[config.mk]
export PLATFORM = sky130hd
export DESIGN_NAME = qdr_b4_cmd_sequencer
export DESIGN_NICKNAME = d
export VERILOG_FILES = /design/src/rtl/qdr_b4_pkg.sv /design/src/rtl/qdr_rd_expect_pipe.sv /design/src/rtl/qdr_b4_cmd_sequencer.sv
export SDC_FILE = /design/constraint.sdc
export NUM_CORES = 1
export LEC_CHECK = 0
export CORE_UTILIZATION = 44
export CTS_BUF_LIST = sky130_fd_sc_hd__clkbuf_16
export DETAILED_ROUTE_END_ITERATION = 6
export PLACE_DENSITY = 0.78
export SETUP_SLACK_MARGIN = 0.4
export SYNTH_ARGS = -nofsm -noshare
export SYNTH_HDL_FRONTEND = slang
export SYNTH_SLANG_ARGS = --single-unit
[constraint.sdc]
create_clock -name clk -period 6.5 [get_ports clk]
set_input_delay 0.65 -clock clk [delete_from_list [all_inputs] [get_ports clk]]
set_output_delay 0.65 -clock clk [all_outputs]
set_load 0.02 [all_outputs]
[src/rtl/qdr_b4_pkg.sv]
`default_nettype none
// ============================================================================
//  Module      : qdr_b4_pkg
//  Description : Shared types and default widths for the burst-of-4 QDR-II+
//                command sequencer: command encoding, default address/data/
//                byte-write widths and the burst length.
//  Revision    : 1.0  initial release
// ============================================================================
package qdr_b4_pkg;

    // Command placed on the shared address bus in a given K cycle.
    typedef enum logic [1:0] {
        CMD_NOP = 2'd0,
        CMD_RD  = 2'd1,
        CMD_WR  = 2'd2
    } cmd_t;

    localparam int ADDR_W    = 22;  // SRAM address width (SA)
    localparam int DQ_W      = 18;  // data bits per beat
    localparam int BW_W      = 2;   // byte-write lanes per beat, 9 bits each
    localparam int BURST_LEN = 4;   // beats per burst

endpackage : qdr_b4_pkg
`default_nettype wire

[src/rtl/qdr_rd_expect_pipe.sv]
`default_nettype none
// ============================================================================
//  Module      : qdr_rd_expect_pipe
//  Description : RD_LAT-deep {valid,tag} shift register. A read issued on the
//                bus in cycle c is presented on o_valid/o_tag in cycle
//                c+RD_LAT. Asynchronous active-high reset clears every stage.
//  Revision    : 1.0  initial release
//
//  Ports
//    clk          K-domain clock
//    rst          asynchronous reset, active high
//    i_valid      a read command is on the bus this cycle
//    i_tag        tag of that read
//    o_valid      one-cycle expect strobe
//    o_tag        tag of the expected read (0 when o_valid is low)
//    o_any_valid  at least one read is still travelling through the pipe
// ============================================================================
module qdr_rd_expect_pipe #(
    parameter int RD_LAT = 8,
    parameter int TAG_W  = 4
) (
    input  logic             clk,
    input  logic             rst,
    input  logic             i_valid,
    input  logic [TAG_W-1:0] i_tag,
    output logic             o_valid,
    output logic [TAG_W-1:0] o_tag,
    output logic             o_any_valid
);

    logic [RD_LAT-1:0]            r_vld;
    logic [RD_LAT-1:0][TAG_W-1:0] r_tag;

    always_ff @(posedge clk or posedge rst) begin
        if (rst) begin
            r_vld <= '0;
            r_tag <= '0;
        end else begin
            r_vld[0] <= i_valid;
            r_tag[0] <= i_tag;
            for (int i = 1; i < RD_LAT; i++) begin
                r_vld[i] <= r_vld[i-1];
                r_tag[i] <= r_tag[i-1];
            end
        end
    end

    assign o_valid     = r_vld[RD_LAT-1];
    // Tags shift unconditionally, so mask the stale value outside a strobe.
    assign o_tag       = r_vld[RD_LAT-1] ? r_tag[RD_LAT-1] : '0;
    assign o_any_valid = |r_vld;

endmodule : qdr_rd_expect_pipe
`default_nettype wire

[src/rtl/qdr_b4_cmd_sequencer.sv]
`default_nettype none
// ============================================================================
//  Module      : qdr_b4_cmd_sequencer
//  Description : Upstream command/data driver for an 18-bit burst-of-4
//                QDR-II+ SRAM. Arbitrates independent read and write
//                requests onto the shared address bus (at most one command
//                per K cycle), splits each 4-beat write burst into rise/fall
//                halves for the ODDR stage and emits a read-expect strobe/tag
//                RD_LAT cycles after each read command.
//  Revision    : 1.0  initial release
//
//  Build option
//    QDR_BW_MASK_EN  defined: wr_req_bw_n is carried per beat to
//                    qdr_bw_n_rise/fall. Undefined: the mask is ignored and
//                    all bytes are written in data cycles.
//
//  Ports
//    clk, rst                    K clock, asynchronous active-high reset
//    wr_req_valid/ready/addr/    write request channel; data beat0 in the
//      data/bw_n                 low DQ_W bits, bw_n active-low per beat
//    rd_req_valid/ready/addr/tag read request channel
//    qdr_sa, qdr_r_n, qdr_w_n    SRAM address and active-low strobes
//    qdr_d_rise/fall             even/odd beat data
//    qdr_bw_n_rise/fall          even/odd beat byte-write enables
//    rd_exp_valid, rd_exp_tag    read-expect strobe and tag
//    busy                        write beats pending or reads in flight
// ============================================================================
module qdr_b4_cmd_sequencer #(
    parameter int ADDR_W = qdr_b4_pkg::ADDR_W,
    parameter int DQ_W   = qdr_b4_pkg::DQ_W,
    parameter int BW_W   = qdr_b4_pkg::BW_W,
    parameter int TAG_W  = 4,
    parameter int WR_DLY = 1,   // must be >= 1
    parameter int RD_LAT = 8    // must be >= 1
) (
    input  logic                                    clk,
    input  logic                                    rst,
    input  logic                                    wr_req_valid,
    output logic                                    wr_req_ready,
    input  logic [ADDR_W-1:0]                       wr_req_addr,
    input  logic [qdr_b4_pkg::BURST_LEN*DQ_W-1:0]   wr_req_data,
    input  logic [qdr_b4_pkg::BURST_LEN*BW_W-1:0]   wr_req_bw_n,
    input  logic                                    rd_req_valid,
    output logic                                    rd_req_ready,
    input  logic [ADDR_W-1:0]                       rd_req_addr,
    input  logic [TAG_W-1:0]                        rd_req_tag,
    output logic [ADDR_W-1:0]                       qdr_sa,
    output logic                                    qdr_r_n,
    output logic                                    qdr_w_n,
    output logic [DQ_W-1:0]                         qdr_d_rise,
    output logic [DQ_W-1:0]                         qdr_d_fall,
    output logic [BW_W-1:0]                         qdr_bw_n_rise,
    output logic [BW_W-1:0]                         qdr_bw_n_fall,
    output logic                                    rd_exp_valid,
    output logic [TAG_W-1:0]                        rd_exp_tag,
    output logic                                    busy
);

    import qdr_b4_pkg::*;

    localparam int c_burst_dw = BURST_LEN * DQ_W;
    localparam int c_last_stg = WR_DLY - 1;

    // ------------------------------------------------------------------
    // Bus command registers
    // ------------------------------------------------------------------
    logic [ADDR_W-1:0] r_qdr_sa;
    logic              r_qdr_r_n;
    logic              r_qdr_w_n;
    logic [TAG_W-1:0]  r_rd_tag;
    logic              r_prio_wr;   // 1: write wins the next conflict

    logic              w_rd_elig;
    logic              w_wr_elig;
    logic              w_rd_ready;
    logic              w_wr_ready;
    cmd_t              w_cmd;

    // A port is eligible unless its own command is on the bus right now,
    // i.e. was accepted last cycle. The ready of one port looks only at the
    // other port's valid, never its own.
    always_comb begin
        w_rd_elig  = ~rst & r_qdr_r_n;
        w_wr_elig  = ~rst & r_qdr_w_n;
        w_rd_ready = w_rd_elig & ~(w_wr_elig & wr_req_valid &  r_prio_wr);
        w_wr_ready = w_wr_elig & ~(w_rd_elig & rd_req_valid & ~r_prio_wr);
        w_cmd      = CMD_NOP;
        if (rd_req_valid && w_rd_ready) begin
            w_cmd = CMD_RD;
        end else if (wr_req_valid && w_wr_ready) begin
            w_cmd = CMD_WR;
        end
    end

    assign rd_req_ready = w_rd_ready;
    assign wr_req_ready = w_wr_ready;

    always_ff @(posedge clk or posedge rst) begin
        if (rst) begin
            r_qdr_sa  <= '0;
            r_qdr_r_n <= 1'b1;
            r_qdr_w_n <= 1'b1;
            r_rd_tag  <= '0;
            r_prio_wr <= 1'b0;
        end else begin
            r_qdr_r_n <= (w_cmd != CMD_RD);
            r_qdr_w_n <= (w_cmd != CMD_WR);
            case (w_cmd)
                CMD_RD: begin
                    r_qdr_sa  <= rd_req_addr;
                    r_rd_tag  <= rd_req_tag;
                    r_prio_wr <= 1'b1;
                end
                CMD_WR: begin
                    r_qdr_sa  <= wr_req_addr;
                    r_prio_wr <= 1'b0;
                end
                default: ;  // idle: address bus holds its last value
            endcase
        end
    end

    assign qdr_sa  = r_qdr_sa;
    assign qdr_r_n = r_qdr_r_n;
    assign qdr_w_n = r_qdr_w_n;

    // ------------------------------------------------------------------
    // Write beat staging. Stage 0 is valid in the write command cycle;
    // stage WR_DLY-1 loads the first data cycle's output registers.
    // ------------------------------------------------------------------
    logic [WR_DLY-1:0]                 r_ws_vld;
    logic [WR_DLY-1:0][c_burst_dw-1:0] r_ws_data;
    logic [2*DQ_W-1:0]                 r_hi_data;   // beats 2/3
    logic                              r_second;    // next cycle emits beats 2/3
`ifdef QDR_BW_MASK_EN
    logic [WR_DLY-1:0][BURST_LEN*BW_W-1:0] r_ws_bw;
    logic [2*BW_W-1:0]                     r_hi_bw;
`else
    logic w_unused_bw;
    assign w_unused_bw = ^wr_req_bw_n;
`endif

    always_ff @(posedge clk or posedge rst) begin
        if (rst) begin
            r_ws_vld  <= '0;
            r_ws_data <= '0;
`ifdef QDR_BW_MASK_EN
            r_ws_bw   <= '0;
`endif
        end else begin
            r_ws_vld[0] <= (w_cmd == CMD_WR);
            if (w_cmd == CMD_WR) begin
                r_ws_data[0] <= wr_req_data;
`ifdef QDR_BW_MASK_EN
                r_ws_bw[0]   <= wr_req_bw_n;
`endif
            end
            for (int i = 1; i < WR_DLY; i++) begin
                r_ws_vld[i]  <= r_ws_vld[i-1];
                r_ws_data[i] <= r_ws_data[i-1];
`ifdef QDR_BW_MASK_EN
                r_ws_bw[i]   <= r_ws_bw[i-1];
`endif
            end
        end
    end

    // Writes are at least two cycles apart, so a new first-data cycle can
    // never collide with a pending second-data cycle.
    always_ff @(posedge clk or posedge rst) begin
        if (rst) begin
            qdr_d_rise    <= '0;
            qdr_d_fall    <= '0;
            qdr_bw_n_rise <= '0;
            qdr_bw_n_fall <= '0;
            r_hi_data     <= '0;
            r_second      <= 1'b0;
`ifdef QDR_BW_MASK_EN
            r_hi_bw       <= '0;
`endif
        end else if (r_ws_vld[c_last_stg]) begin
            qdr_d_rise <= r_ws_data[c_last_stg][0      +: DQ_W];
            qdr_d_fall <= r_ws_data[c_last_stg][DQ_W   +: DQ_W];
            r_hi_data  <= r_ws_data[c_last_stg][2*DQ_W +: 2*DQ_W];
            r_second   <= 1'b1;
`ifdef QDR_BW_MASK_EN
            qdr_bw_n_rise <= r_ws_bw[c_last_stg][0      +: BW_W];
            qdr_bw_n_fall <= r_ws_bw[c_last_stg][BW_W   +: BW_W];
            r_hi_bw       <= r_ws_bw[c_last_stg][2*BW_W +: 2*BW_W];
`else
            qdr_bw_n_rise <= '0;
            qdr_bw_n_fall <= '0;
`endif
        end else if (r_second) begin
            qdr_d_rise <= r_hi_data[0    +: DQ_W];
            qdr_d_fall <= r_hi_data[DQ_W +: DQ_W];
            r_second   <= 1'b0;
`ifdef QDR_BW_MASK_EN
            qdr_bw_n_rise <= r_hi_bw[0    +: BW_W];
            qdr_bw_n_fall <= r_hi_bw[BW_W +: BW_W];
`else
            qdr_bw_n_rise <= '0;
            qdr_bw_n_fall <= '0;
`endif
        end else begin
            qdr_d_rise    <= '0;
            qdr_d_fall    <= '0;
            qdr_bw_n_rise <= '1;
            qdr_bw_n_fall <= '1;
            r_second      <= 1'b0;
        end
    end

    // ------------------------------------------------------------------
    // Read expect: fed from the registered strobe, so the delay counts
    // from the cycle the read is actually on the bus.
    // ------------------------------------------------------------------
    logic w_exp_any;

    qdr_rd_expect_pipe #(
        .RD_LAT (RD_LAT),
        .TAG_W  (TAG_W)
    ) u_rd_expect_pipe (
        .clk         (clk),
        .rst         (rst),
        .i_valid     (~r_qdr_r_n),
        .i_tag       (r_rd_tag),
        .o_valid     (rd_exp_valid),
        .o_tag       (rd_exp_tag),
        .o_any_valid (w_exp_any)
    );

    assign busy = (|r_ws_vld) | r_second | ~r_qdr_r_n | w_exp_any;

endmodule : qdr_b4_cmd_sequencer
`default_nettype wire

==> results_dict.tcl <==
set metrics [dict create \
    run_status "finished, final reports clean" \
    cts-buffers-inserted 23 \
    design_power_total_mw 3.774 \
    detailed_route_drc_error_count 0 \
    post_layout_min_period_ns 3.423 \
    synthesis.yosys.warnings 0 \
    clock_sink_count 216 \
    cts_resized 0 \
    grt.total_usage 0.1821 \
    fp.dieArea_um2 18070 \
    power.density_cell_area_nw_per_um2 358.3 \
    whs_endpoint "u_rd_expect_pipe.r_tag[30]$_DFF_PP0_" \
    final-max-slew-violation-count 0 \
    cts.reportedPaths.clkPinSlew_ns 0.06 \
    dpl.cell_count 859 \
    top_level_ports 204 \
    area.growth.synth_to_final_pct 36.50 \
    synth.distinct_cells 27 \
    hold_path_depth 0 \
    drive_gt1_frac 0.1716 \
    grt_pass1_vias 5014 \
    grt_overflow_total 0 \
    core_area_um2 17240 \
    fp.dieH_um 134.4 \
    grt_setup_unrepaired "false" \
    synthesis.area_per_instance_um2 16.46 \
    hold_violations 0 \
    postLayoutCoreUtil 0.6111 \
    type_of_the_most_critical_hold_path "reg2reg" \
    insertion_delay_ns 0.50 \
    number_of_port_buffers 195 \
    place_congestion 0.8032 \
    timing.setup.tns_ns 0 \
    drt_first_iter_violations 162 \
    worstMarginPinSlew_ns 1.201 \
    row_count 48 \
    setup.worst_path.start_class "input port" \
    setup_viol 0 \
    grt_start_max_net_pins 81 \
    final.fill_count 1266 \
    worstPathMaxFanout 28 \
    worstPathRequired_ns 5.85 \
    drt_pass1_iterations 6 \
    static-leakage-power_nw 4.492 \
    period_share 0.5266 \
    power.ir.vdd_worst_uv 192.8 \
    postCtsSetupRepairBufs 0 \
    max_freq_mhz 292.2 \
    htreeDepth 1 \
    slew-limit-headroom 0.1970 \
    path_class "in2out" \
    layoutNonFillerInstCount 902 \
    r2r-end "qdr_sa[0]$_DFFE_PP0P_" \
    synth-seq-area-share 0.7007 \
    most-common-layout-cells "sky130_fd_sc_hd__dfrtp_1 (213), sky130_fd_sc_hd__clkdlybuf4s50_1 (195), sky130_fd_sc_hd__mux2_2 (67)" \
    synth.cell_area_um2 7717 \
    layout.cells.most_common "sky130_fd_sc_hd__dfrtp_1" \
    tritoncts "built" \
    dp_hpwl_um 10410 \
    worst_clock_skew_ns 0.01562 \
    chip_width_um 134.4 \
    max_cap_viol_count 0 \
    seqCellArea_um2 5409 \
    detail_route.wirelength_um 16110 \
    endpoint_kind "output pin" \
    start_util 0.4477 \
    layout.nets 791 \
    max-clock-path-buffers 3 \
    vias 4689 \
    min-delay-start "u_rd_expect_pipe.r_tag[26]$_DFF_PP0_" \
    multi_input_comb_area_um2 2135 \
    ant_nets 0 \
    route.detailed.wl_per_inst_um 17.86 \
    r2r.worst_path.cells 3 \
    hold_slack_ns 0.3428 \
    syn_nets 601 \
    reg2reg_setup_slack_ns 4.22 \
    hold_buffers 0 \
    grt_pass1_wl_um 25800 \
    clockRootBuffer "sky130_fd_sc_hd__clkbuf_16" \
    grt_antenna_before_repair 2 \
    detail_route.vias_per_cell 5.198 \
    netlist_instances 469 \
    ys_ff_latch 216 \
    cp.arrival_ns 2.77 \
    r2r_start "qdr_r_n$_DFF_PP1_" \
]
==> cells by family after synthesis <==
group / Yosys count / share of synthesized area
simple gates: 42 / 0.04053
flops: 216 / 0.7007
compound gates: 60 / 0.07085
buf+inv: 39 / 0.02448
mux: 112 / 0.1634
==> cells in the mapped netlist, drive strengths merged <==
master    n  area share
dfrtp   214        0.69
mux2    112        0.16
a22o     35       0.040
a221o    22       0.029
nor4b    22       0.025
buf      19       0.015
clkbuf   16      0.0078
and2      4      0.0032
inv       4      0.0019
nand2     4      0.0019
nor3      3      0.0032
a21o      2      0.0019
dfstp     2      0.0068
nor2      2     0.00097
nor4      2      0.0016
and3      1     0.00081
and3b     1      0.0011
nand4     1     0.00081
nor2b     1     0.00081
nor3b     1     0.00097
o21ai     1     0.00065
==> power breakdown <==
part / switching [mW] / internal (mW)
combinational: 0.299 / 0.412
sequential: 0.166 / 1.70
clock: 0.506 / 0.688
total: 0.972 / 2.80
==> stage by stage <==
step / setup WS [ns] / instance area, um^2
6_report: 3.077 / 10530
5_1_grt: 2.977 / 10530
4_1_cts: 3.091 / 10530
3_5_place_dp: 3.088 / 9833
3_3_place_gp: 3.186 / 9833
2_1_floorplan: 2.607 / 7721
==> sequential cells by signal, indices dropped and copies added (netlist names), 4 cells and up <==
signal	cells
r_ws_data	72
r_hi_data	36
qdr_d_rise	18
qdr_sa	22
r_rd_tag	4
qdr_d_fall	18
u_rd_expect_pipe.r_vld	8
u_rd_expect_pipe.r_tag	32
==> how the worst max path moves through the flow <==
stage	start	end	slack, ns	cells past startpoint
after floorplan	rst	qdr_bw_n_fall[0]$_DFF_PP0_	2.61	3
after global placement	rst	wr_req_ready	3.19	3
after detailed placement	rst	r_ws_data[25]$_DFFE_PP0N_	3.09	4
after CTS	rst	rd_req_ready	3.09	3
after global routing	rst	wr_req_ready	2.98	3
final	rst	rd_req_ready	3.08	3
==> layer usage <==
layer	GRT usage	up-vias	wire [um]
met4	0.04744	2	176
met5	0	-	8
li1	-	2095	-
met2	0.3115	169	7956
met1	0.2288	2407	6710
met3	0.04913	16	1255
==> critical path, stage by stage <==
cell and delay (ns):
sky130_fd_sc_hd__clkdlybuf4s50_1 1.03, sky130_fd_sc_hd__nor3_1 0.43, sky130_fd_sc_hd__clkdlybuf4s50_1 0.66
==> cell type report <==
| class | instances | share of cell area |
|---|---|---|
| diodes | 1 | 0.0002376 |
| clock buffers | 23 | 0.05464 |
| clock inverters | 19 | 0.01164 |
| inverters | 4 | 0.001782 |
| multi-input cells | 214 | 0.2026 |
| flip-flops and latches | 216 | 0.5135 |
| well taps | 225 | 0.02673 |
| repair buffers | 200 | 0.1889 |
(Power assumes the default switching activity.)
